--- src/rtl/fwd_hazard_ctrl.sv ---
// Operand forwarding and load-use hazard control for an in-order pipeline.
// Tracks the last DEPTH issued producers, picks the youngest matching producer
// per source operand, and stalls decode for one cycle on a load-use dependency.
module fwd_hazard_ctrl #(
  parameter int unsigned AW      = 3,
  parameter int unsigned NSRC    = 2,
  parameter int unsigned DEPTH   = 3,
  parameter int unsigned R0_ZERO = 0,
  localparam int unsigned SELW   = $clog2(DEPTH + 1)
) (
  input  logic                 clk,
  input  logic                 rst_n,
  input  logic                 id_valid,
  input  logic [NSRC*AW-1:0]   id_src_addr,
  input  logic [NSRC-1:0]      id_src_used,
  input  logic [AW-1:0]        id_dst_addr,
  input  logic                 id_dst_wen,
  input  logic                 id_is_load,
  input  logic                 flush,
  output logic                 stall,
  output logic                 ex_valid,
  output logic [NSRC*SELW-1:0] fwd_sel,
  output logic [15:0]          stall_cnt
);

  localparam int unsigned CNTW = 16;

  // One in-flight producer slot; slot 0 is the execute-stage occupant.
  typedef struct packed {
    logic          valid;
    logic [AW-1:0] dst;
    logic          wen;
    logic          is_load;
  } entry_t;

  entry_t              pipe_q [DEPTH];
  entry_t              entry_d;
  logic [AW-1:0]       src_addr [NSRC];
  logic [DEPTH-1:0]    hit [NSRC];
  logic [SELW-1:0]     cand [NSRC];
  logic [NSRC-1:0]     load_hit;
  logic                load_use;
  logic                issue;
  logic [NSRC*SELW-1:0] fwd_sel_d;
  logic [CNTW-1:0]     stall_cnt_d;

  // Unpack the flat source address bus.
  always_comb begin
    for (int n = 0; n < int'(NSRC); n++) begin
      src_addr[n] = id_src_addr[n*AW +: AW];
    end
  end

  // Producer/consumer match matrix; address 0 optionally never matches.
  always_comb begin
    for (int n = 0; n < int'(NSRC); n++) begin
      for (int i = 0; i < int'(DEPTH); i++) begin
        hit[n][i] = pipe_q[i].valid && pipe_q[i].wen && id_src_used[n] &&
                    (pipe_q[i].dst == src_addr[n]) &&
                    !((R0_ZERO != 0) && (src_addr[n] == '0));
      end
    end
  end

  // Youngest matching producer wins; code 0 selects the register file.
  always_comb begin
    for (int n = 0; n < int'(NSRC); n++) begin
      cand[n] = '0;
      for (int i = int'(DEPTH) - 1; i >= 0; i--) begin
        if (hit[n][i]) begin
          cand[n] = SELW'(i + 1);
        end
      end
    end
  end

  // Load result is not available in execute, so a slot-0 load match stalls.
  always_comb begin
    for (int n = 0; n < int'(NSRC); n++) begin
      load_hit[n] = hit[n][0] && pipe_q[0].is_load;
    end
    load_use = |load_hit;
  end

  // Flush overrides stall; stall is idle during reset since slot 0 is invalid.
  assign stall = id_valid && !flush && load_use;
  assign issue = id_valid && !stall && !flush;

  // Next slot-0 contents and next forwarding selects.
  always_comb begin
    entry_d         = '0;
    entry_d.valid   = issue;
    entry_d.dst     = id_dst_addr;
    entry_d.wen     = id_dst_wen;
    entry_d.is_load = id_is_load;
    fwd_sel_d       = '0;
    if (issue) begin
      for (int n = 0; n < int'(NSRC); n++) begin
        fwd_sel_d[n*SELW +: SELW] = cand[n];
      end
    end
  end

  // Saturating stall-cycle counter next value.
  always_comb begin
    stall_cnt_d = stall_cnt;
    if (stall && (stall_cnt != {CNTW{1'b1}})) begin
      stall_cnt_d = stall_cnt + CNTW'(1);
    end
  end

  // Producer shift register; the oldest slot falls off into the register file.
  always_ff @(posedge clk or negedge rst_n) begin
    if (!rst_n) begin
      for (int i = 0; i < int'(DEPTH); i++) begin
        pipe_q[i] <= '0;
      end
    end else begin
      pipe_q[0] <= entry_d;
      for (int i = 1; i < int'(DEPTH); i++) begin
        pipe_q[i] <= pipe_q[i-1];
      end
    end
  end

  // Registered forwarding selects and stall counter.
  always_ff @(posedge clk or negedge rst_n) begin
    if (!rst_n) begin
      fwd_sel   <= '0;
      stall_cnt <= '0;
    end else begin
      fwd_sel   <= fwd_sel_d;
      stall_cnt <= stall_cnt_d;
    end
  end

  assign ex_valid = pipe_q[0].valid;

endmodule

--- config.mk ---
export PLATFORM = sky130hd
export DESIGN_NAME = fwd_hazard_ctrl
export DESIGN_NICKNAME = d
export VERILOG_FILES = /design/src/rtl/fwd_hazard_ctrl.sv
export SDC_FILE = /design/constraint.sdc
export NUM_CORES = 1
export LEC_CHECK = 0
export BUFFER_PORTS_ARGS = -buffer_cell sky130_fd_sc_hd__buf_4
export CORE_MARGIN = 2
export CORE_UTILIZATION = 34
export CTS_CLUSTER_SIZE = 40
export DETAILED_ROUTE_END_ITERATION = 12
export PLACE_DENSITY = 0.65
export SLEW_MARGIN = 5
export SYNTH_ARGS = -nofsm -noshare
export SYNTH_HDL_FRONTEND = slang
export SYNTH_SLANG_ARGS = --single-unit
export TNS_END_PERCENT = 5
--- constraint.sdc ---
create_clock -name clk -period 3 [get_ports clk]
set_input_delay 0.3 -clock clk [delete_from_list [all_inputs] [get_ports clk]]
set_output_delay 0.3 -clock clk [all_outputs]
set_load 0.005 [all_outputs]
==> flow_summary.yaml, run 1 <==
global_route:
  grt_pass1_wl_um: 5754
  grt_max_degree: 37
  grt_pass1_vias: 1202
  grt_use_total_pct: 14.56
  overflow: 0
  grt_antenna_before_repair: 0
place:
  post_dp_cell_area_um2: 1958
  portBuffers: 38
  dp_hpwl_um: 2482
  routabilityCongestion: 0.7417
drt:
  num_vias: 1146
  drt-total-wl_um: 3401
  drtIter0Drc: 39
  firstDrtPassIters: 4
  ant_nets: 0
  vias_per_cell: 4.856
  wl_per_cell_um: 14.41
  drc: 0
cts:
  htreeDepth: 2
  post_cts_buffers: 0
  clk_latency_ns: 0.30
  cts_buffer_depth: 2
  cts_sinks: 36
  root_buffer: "clkbuf_8"
  clk_pin_slew_ns: 0.07
  numCtsBuffers: 5
  cts_resized: 0
  cts_tree: "built"
  cts_hold_buf: 1
floorplanning:
  fp-row-count: 25
  die_w_um: 72.96
  boundaryPins: 39
  die_h_um: 72.96
  coreArea_um2: 4661
  initial_core_util_pct: 34.68
  die_area_um2: 5322
cells_and_area:
  nNetsFinal: 199
  drive_gt1_share_pct: 28.57
  layout_common_cells: "buf_4 (38), dfrtp_1 (36), xor2_1 (30)"
  finalInstanceArea_um2: 2076
  seqCellArea_um2: 900.9
  fillCellCount: 461
  diodes: 0
  layout_commonest_cell: "buf_4"
  syn2layout_area_growth_pct: 28.41
  multi_input_area_um2: 696.9
sta:
  final_hold_viol_count: 0
  slew_headroom_pct: 54.89
  setup_violations: 0
  rsz0062_at_grt: "false"
  slew_viol_final: 0
  layout_min_cycle_time_ns: 2.192
  timing.fmax_ghz: 0.4563
  worst_slew_pin_slew_ns: 0.6747
  fin_crit_sh_pct: 73.05
  tns_ns: 0
  fin_skew_ns: 0.01122
setup_path:
  crit_type: "flip-flop to flip-flop"
  crit_fanout: 14
  worst_setup_path_end_kind: "flip-flop"
  slowest_stage: "or4_4"
  worst_setup_path_start_kind: "flip-flop"
  worstPathArrival_ns: 2.38
  slowest_delay_ns: 0.58
  cp.required_ns: 3.18
  path_cells: "ha_1, nand4_1, or4_4, o211ai_2, mux2_1"
synth:
  netlist_area_um2: 1617
  yosysSeqAreaShare_pct: 55.73
  yosys_warnings: 0
  synth_cell_types: 27
  synth_seq_cells: 36
  postSynthCellCount: 136
  synth.net_count: 154
  avgSynthCellArea_um2: 11.89
pwr:
  p_per_area_nw_per_um2: 481.0
  peakVddDrop_mv: 0.2010
  p_leak_nw: 1.003
job:
  drv_cap: 0
outcome:
  outcome: "completed"
min_path:
  worstHoldPathType: "input port to flip-flop"
-- per-layer routing --
layer,global-route usage (%),vias to the layer above,wire length [um]
met5,0,-,0
met3,5.525,6,191
met1,18.62,552,1520
met4,6.173,0,61
met2,22.12,30,1626
li1,-,558,-
-- critical path: cells and delay by family (launching register included) --
| family | cells | cell delay [ns] |
|---|---|---|
| muxes | 1 | 0.39 |
| AOI/OAI and AO/OA | 1 | 0.28 |
| DFF | 1 | 0.44 |
| and+or+nand+nor | 2 | 0.75 |
| adders and majority gates | 1 | 0.22 |
-- final cells by class --
class	count	share of cell area [%]
clock buffers	6	3.496
well taps	54	3.255
inverters	2	0.3617
multi-input cells	97	33.57
flip-flops and latches	36	43.40
repair buffers	39	14.23
clock inverters	2	1.688
-- where the power goes --
group / leakage (nW) / internal [W] / switching (W)
combinational: 0.478 / 0.0000320 / 0.0000353
sequential: 0.469 / 0.000498 / 0.0000136
clock: 0.0552 / 0.000246 / 0.000173
total: 1.00 / 0.000777 / 0.000222
-- cells in the mapped netlist --
cell	n	area share (%)
a21oi_1	2	0.62
and2_1	1	0.39
and3_1	1	0.39
and4_1	1	0.54
buf_6	1	0.70
dfrtp_1	36	56
ha_1	1	0.77
inv_1	2	0.46
mux2_1	3	2.1
nand2_1	10	2.3
nand2b_1	1	0.39
nand3_1	9	2.8
nand4_1	5	1.9
nor2_1	8	1.9
nor2b_1	3	1.2
nor3_1	6	1.9
nor3_2	2	1.2
nor3b_1	1	0.46
nor4_1	4	1.5
nor4_4	2	2.6
o211ai_2	1	0.77
o21ai_2	1	0.54
or3_1	1	0.39
or4_1	2	0.93
or4_4	1	0.70
xnor2_1	1	0.54
xor2_1	30	16
-- flip-flops by register name, summed over array words and instances, names as in the netlist --
register and count:
stall_cnt 16, ex_valid 1, fwd_sel 4, pipe_q 15
-- final timing paths --
path | endpoint | cells after the start | slack [ns] | from
max in group asynchronous | fwd_sel[1]$_DFF_PN0_ | 2 | 2.17 | rst_n
setup / recovery | stall_cnt[1]$_DFFE_PN0P_ | 5 | 0.81 | stall_cnt[0]$_DFFE_PN0P_
setup reg to reg | stall_cnt[1]$_DFFE_PN0P_ | 5 | 0.81 | stall_cnt[0]$_DFFE_PN0P_
hold reg to reg | pipe_q[5]$_DFF_PN0_ | 0 | 0.42 | pipe_q[11]$_DFF_PN0_
min in group asynchronous | stall_cnt[0]$_DFFE_PN0P_ | 2 | 0.50 | rst_n
hold / removal | pipe_q[12]$_DFF_PN0_ | 1 | 0.10 | id_is_load
-- logic make-up after synthesis --
family	count (synthesis)	synth area share, %
and+or+nand+nor	58	21.52
DFF	36	55.73
xor gates and xnor gates	31	16.80
AOI/OAI and AO/OA	4	1.935
buffers and inverters	3	1.161
muxes	3	2.090
adders and majority gates	1	0.7739
-- metrics by stage --
stage               hold WS (ns)  instances   power, W  util [%]  worst slack, ns
floorplan               0.004409        136  0.0005451         -           0.9845
global placement          0.2851        227  0.0005874     42.01           0.7902
detailed placement        0.2923        227  0.0005895     42.01           0.7723
CTS                      0.09363        236   0.001014     44.54           0.7599
global route             0.08655        236   0.001043     44.54           0.6454
finish                    0.1039        236  0.0009985     44.54           0.8084
(Power assumes the default switching activity.)
==> run 2: changes to the inputs <==
==> constraint.sdc (replaced) <==
create_clock -name clk -period 2.15 [get_ports clk]
set_input_delay 0.215 -clock clk [delete_from_list [all_inputs] [get_ports clk]]
set_output_delay 0.215 -clock clk [all_outputs]
set_load 0.005 [all_outputs]
==> run 2 against run 1 <==
Maximum frequency grew 5.8%. Final area grew 1.7%. Via count grew 2.4%. Critical path depth is the same. Critical path type unchanged. Largest cell class unchanged.
==> flow_summary.yaml, run 2 (same netlist as run 1, synthesis figures left out) <==
drt:
  routedLengthMet1_um: 1567
  top_layer: "met4"
  wl_met3_um: 162
  wl_per_cell_um: 14.25
  ant_nets: 0
  dr_wl_met2_um: 1693
  num_vias: 1174
  firstDrtPassIters: 4
  drc: 0
  drtIter0Drc: 70
  drt-total-wl_um: 3449
  vias_per_cell: 4.851
cts:
  cts_buffer_depth: 2
  clk_pin_slew_ns: 0.07
  htreeDepth: 2
  cts_sinks: 36
  cts_tree: "built"
  numCtsBuffers: 5
  root_buffer: "clkbuf_8"
  clk_latency_ns: 0.29
setup_path:
  slowest_stage: "or4_4"
  worstPathArrival_ns: 2.25
  worst_setup_path_start_kind: "flip-flop"
  path_cells: "ha_1, nand4_1, or4_4, o211ai_2, mux2_1"
  crit_fanout: 14
  crit_buf_inv: 0
  critPathTopFamily: "simple AND/OR/NAND/NOR gates"
  worst_setup_path_end_kind: "flip-flop"
  slowest_delay_ns: 0.58
  crit_type: "flip-flop to flip-flop"
  cp.required_ns: 2.32
floorplanning:
  boundaryPins: 39
  die_w_um: 72.96
  die_area_um2: 5322
  fp-row-count: 25
  initial_core_util_pct: 34.68
  die_h_um: 72.96
  coreArea_um2: 4661
place:
  dp_hpwl_um: 2583
  portBuffers: 38
  dp_cells: 233
  routabilityCongestion: 0.7913
cells_and_area:
  nNetsFinal: 205
  final_cells: 242
  layout_common_cells: "buf_4 (44), dfrtp_1 (36), xor2_1 (30)"
  diodes: 0
  syn2layout_area_growth_pct: 30.65
  layout_commonest_cell: "buf_4"
  drive_gt1_share_pct: 31.91
  fillCellCount: 458
  reg_top3: "stall_cnt: 16 flops, pipe_q: 15 flops, fwd_sel: 4 flops"
  largest_register_ff_count: 16
  regMostFlops: "stall_cnt"
pwr:
  seqPwrFrac_pct: 54.6
  p_switching_w: 0.0003062
  switching_share_pct: 23.46
  p_int_w: 0.0009989
  p_comb_share_pct: 7.7
  finalPower_w: 0.001305
  p_leak_nw: 1.031
  power.share.clock_pct: 37.7
  p_per_area_nw_per_um2: 617.9
  peakVddDrop_mv: 0.2891
global_route:
  grt_pass1_wl_um: 5623
  grt_max_degree: 37
  overflow: 0
  grt_antenna_before_repair: 0
  grt_pass1_vias: 1204
  grt_use_total_pct: 14.21
sta:
  setup_violations: 0
  final_hold_viol_count: 0
  slew_viol_final: 0
  fin_skew_ns: 0.005883
  timing.fmax_ghz: 0.4827
  slew_headroom_pct: 55.41
  worst_slew_pin_slew_ns: 0.6669
  fin_crit_sh_pct: 96.37
  tns_ns: 0
  rsz0062_at_grt: "true"
  layout_min_cycle_time_ns: 2.072
job:
  drv_cap: 0
outcome:
  outcome: "completed"
min_path:
  worstHoldPathType: "input port to flip-flop"
-- run 2: worst reg2reg max path, cell delays in order, from the launching register on --
cell and delay [ns]:
dfrtp_1 0.36, ha_1 0.19, nand4_1 0.17, or4_4 0.58
o211ai_2 0.28, mux2_1 0.38
-- run 2: area by class of cell --
type	instances	area, um^2	area share [%]
well taps	54	67.56	3.199
flip-flops and latches	36	900.9	42.65
repair buffers	45	340.3	16.11
multi-input cells	97	703.2	33.29
clock inverters	2	10.01	0.4739
inverters	2	7.507	0.3554
clock buffers	6	82.58	3.910
-- run 2: what timing repair did --
item                       in CTS  in global routing
hold endpoints to repair       36                  0
resized for setup               0                  1
setup buffers                   0                  0
hold buffers                    1                  0
setup endpoints to repair       0                  3
-- run 2: worst paths after layout --
kind | start | end | slack, ns | depth (start not counted)
min reg2reg | pipe_q[11]$_DFF_PN0_ | pipe_q[5]$_DFF_PN0_ | 0.41 | 0
max reg2reg | stall_cnt[0]$_DFFE_PN0P_ | stall_cnt[1]$_DFFE_PN0P_ | 0.08 | 5
max in group asynchronous | rst_n | fwd_sel[2]$_DFF_PN0_ | 1.41 | 2
max | stall_cnt[0]$_DFFE_PN0P_ | stall_cnt[1]$_DFFE_PN0P_ | 0.08 | 5
min in group asynchronous | rst_n | pipe_q[16]$_DFF_PN0_ | 0.42 | 2
min | id_dst_addr[1] | pipe_q[15]$_DFF_PN0_ | 0.03 | 1
-- run 2: layer usage --
layer | GRT usage [%] | vias to the layer above
li1 | - | 574
met4 | 4.321 | 0
met5 | 0 | -
met3 | 4.282 | 3
met2 | 24.75 | 34
met1 | 16.81 | 563
-- run 2: power by group through the flow --
| stage | Sequential (W) | Clock [W] | Combinational [W] |
|---|---|---|---|
| 2_1_floorplan | 0.000723 | 0 | 0.0000376 |
| 3_3_place_gp | 0.000724 | 0 | 0.0000984 |
| 3_5_place_dp | 0.000726 | 0 | 0.000100 |
| 4_1_cts | 0.000713 | 0.000505 | 0.000103 |
| 5_1_grt | 0.000715 | 0.000546 | 0.000112 |
| 6_report | 0.000712 | 0.000492 | 0.000101 |
-- run 2: stage by stage --
step | util, % | worst slack, ns | hold WS, ns | area (um^2)
5_1_grt | 45.32 | -0.04682 | 0.01348 | 2112
3_5_place_dp | 42.98 | 0.07331 | 0.1987 | 2003
2_1_floorplan | - | 0.1345 | -0.08059 | 1617
6_report | 45.32 | 0.07813 | 0.03165 | 2112
4_1_cts | 45.18 | 0.05223 | 0.02745 | 2106
3_3_place_gp | 42.98 | 0.1008 | 0.1936 | 2003
==> run 3: changes to the inputs <==
--- a/config.mk
+++ b/config.mk
@@ -6,11 +6,12 @@
 export NUM_CORES = 1
 export LEC_CHECK = 0
 export BUFFER_PORTS_ARGS = -buffer_cell sky130_fd_sc_hd__buf_4
+export CORE_ASPECT_RATIO = 1.25
 export CORE_MARGIN = 2
 export CORE_UTILIZATION = 34
 export CTS_CLUSTER_SIZE = 40
 export DETAILED_ROUTE_END_ITERATION = 12
-export PLACE_DENSITY = 0.65
+export PLACE_DENSITY_LB_ADDON = 0.15
 export SLEW_MARGIN = 5
 export SYNTH_ARGS = -nofsm -noshare
 export SYNTH_HDL_FRONTEND = slang
==> run 3 against run 2 <==
Register-to-register slack improved by 0.04 ns. Maximum frequency grew 2.0%. Critical endpoint unchanged. Largest cell class unchanged. Clock skew shrank 0.0010 ns. Via count is 3.1% lower. Non-clock buffer count is the same. Setup slack gained 0.042 ns. Clock power rose by 15%. Total power grew 5.7%. Largest power group unchanged. Sequential cell count unchanged.
==> flow_summary.yaml, run 3 (same netlist as run 1, synthesis figures left out) <==
cells_and_area:
  layout_common_cells: "buf_4 (44), dfrtp_1 (36), xor2_1 (30)"
  diodes: 0
  layout_commonest_cell: "buf_4"
  drive_gt1_share_pct: 30.85
  nNetsFinal: 205
  syn2layout_area_growth_pct: 32.20
  final_util_pct: 45.86
  regMostFlops: "stall_cnt"
  fillCellCount: 431
  finalInstanceArea_um2: 2137
  largest_register_ff_count: 16
  reg_top3: "stall_cnt: 16 flops, pipe_q: 15 flops, fwd_sel: 4 flops"
sta:
  layout_min_cycle_time_ns: 2.030
  timing.fmax_ghz: 0.4925
  fin_skew_ns: 0.004882
  final_hold_viol_count: 0
  rsz0062_at_grt: "false"
  fin_crit_sh_pct: 94.43
  slew_viol_final: 0
  worst_slew_pin_slew_ns: 0.4636
  hold_ws_ns: 0.03432
  slew_headroom_pct: 68.81
  tns_ns: 0
  setup_violations: 0
global_route:
  grt_use_total_pct: 14.07
  overflow: 0
  grt_use_met1_pct: 18.61
  busiest_layer: "met2"
  grt_max_degree: 37
  grt_pass1_vias: 1146
  grt_antenna_before_repair: 0
  met3_usage_pct: 4.432
  grt_pass1_wl_um: 5568
  grtUsageMet2_pct: 20.71
cts:
  htreeDepth: 2
  clk_pin_slew_ns: 0.07
  cts_sinks: 36
  root_buffer: "clkbuf_8"
  cts_tree: "built"
  cts_buffer_depth: 2
  numCtsBuffers: 5
  clk_latency_ns: 0.28
  post_cts_buffers: 0
drt:
  drc: 0
  wl_per_cell_um: 12.96
  firstDrtPassIters: 4
  drt-total-wl_um: 3213
  ant_nets: 0
  vias_per_cell: 4.589
  drtIter0Drc: 18
  num_vias: 1138
floorplanning:
  die_w_um: 65.68
  coreArea_um2: 4659
  fp-row-count: 28
  die_area_um2: 5326
  initial_core_util_pct: 34.69
  die_h_um: 81.09
  boundaryPins: 39
setup_path:
  crit_type: "flip-flop to flip-flop"
  worst_setup_path_start_kind: "flip-flop"
  crit_fanout: 14
  worstPathArrival_ns: 2.20
  cp.required_ns: 2.32
  worst_setup_path_end_kind: "flip-flop"
pwr:
  p_comb_share_pct: 7.3
  switching_share_pct: 21.13
  p_per_area_nw_per_um2: 645.4
  peakVddDrop_mv: 0.3931
  p_switching_w: 0.0002914
  p_int_w: 0.001088
  p_leak_nw: 1.036
  seqPwrFrac_pct: 51.7
  power.share.clock_pct: 41.1
place:
  post_dp_cell_area_um2: 2011
  dp_hpwl_um: 2470
  routabilityCongestion: 0.7831
  portBuffers: 38
min_path:
  worstHoldPathType: "input port to flip-flop"
outcome:
  outcome: "completed"
job:
  drv_cap: 0
[run 3: what timing repair did]
item,CTS,global route
hold endpoints to repair,36,0
hold buffers,1,0
endpoints found under the setup margin,0,7
resized for setup,0,1
[run 3: through the flow]
step                      std cells  power [W]  setup slack, ns
after floorplan                 136  0.0007606           0.1345
after global routing            248   0.001440        0.0007105
after detailed placement        239  0.0008251          0.07016
final                           248   0.001379           0.1197
after global placement          239  0.0008221           0.1473
after CTS                       248   0.001398          0.05483
[run 3: cell type report]
class / instances / area [um^2] / share of cell area [%]
well taps: 60 / 75.07 / 3.513
multi-input cells: 97 / 705.7 / 33.02
repair buffers: 45 / 340.3 / 15.93
inverters: 2 / 7.507 / 0.3513
clock buffers: 6 / 72.57 / 3.396
clock inverters: 2 / 35.03 / 1.639
flip-flops and latches: 36 / 900.9 / 42.15
[run 3: critical path: stages (launching register included)]
cell      delay, ns
dfrtp_1        0.37
ha_1           0.19
nand4_1        0.16
or4_4          0.59
o211ai_4       0.22
mux2_1         0.38
[run 3: path summary, 6_finish.rpt]
check / from / end / slack (ns) / cells past startpoint
setup / recovery: stall_cnt[0]$_DFFE_PN0P_ / stall_cnt[1]$_DFFE_PN0P_ / 0.12 / 5
hold / removal: id_dst_addr[1] / pipe_q[15]$_DFF_PN0_ / 0.03 / 1
setup reg to reg: stall_cnt[0]$_DFFE_PN0P_ / stall_cnt[1]$_DFFE_PN0P_ / 0.12 / 5
hold reg to reg: pipe_q[13]$_DFF_PN0_ / pipe_q[7]$_DFF_PN0_ / 0.41 / 0
max in group asynchronous: rst_n / pipe_q[12]$_DFF_PN0_ / 1.41 / 2
min in group asynchronous: rst_n / pipe_q[3]$_DFF_PN0_ / 0.42 / 2
[run 3: layer usage]
layer  wire [um]  up-vias  part of all wire (%)
met4          57        0                   1.8
met2        1540       24                    48
met3         155        6                   4.8
li1            -      575                     -
met5           0        -                     0
met1        1459      533                    45
[run 3: power by group through the flow]
stage	Sequential [W]	Clock, W	Combinational [W]
after floorplan	0.000723	0	0.0000376
after detailed placement	0.000725	0	0.0000997
final	0.000712	0.000567	0.000100
after global routing	0.000715	0.000612	0.000113
after global placement	0.000724	0	0.0000985
after CTS	0.000713	0.000583	0.000102
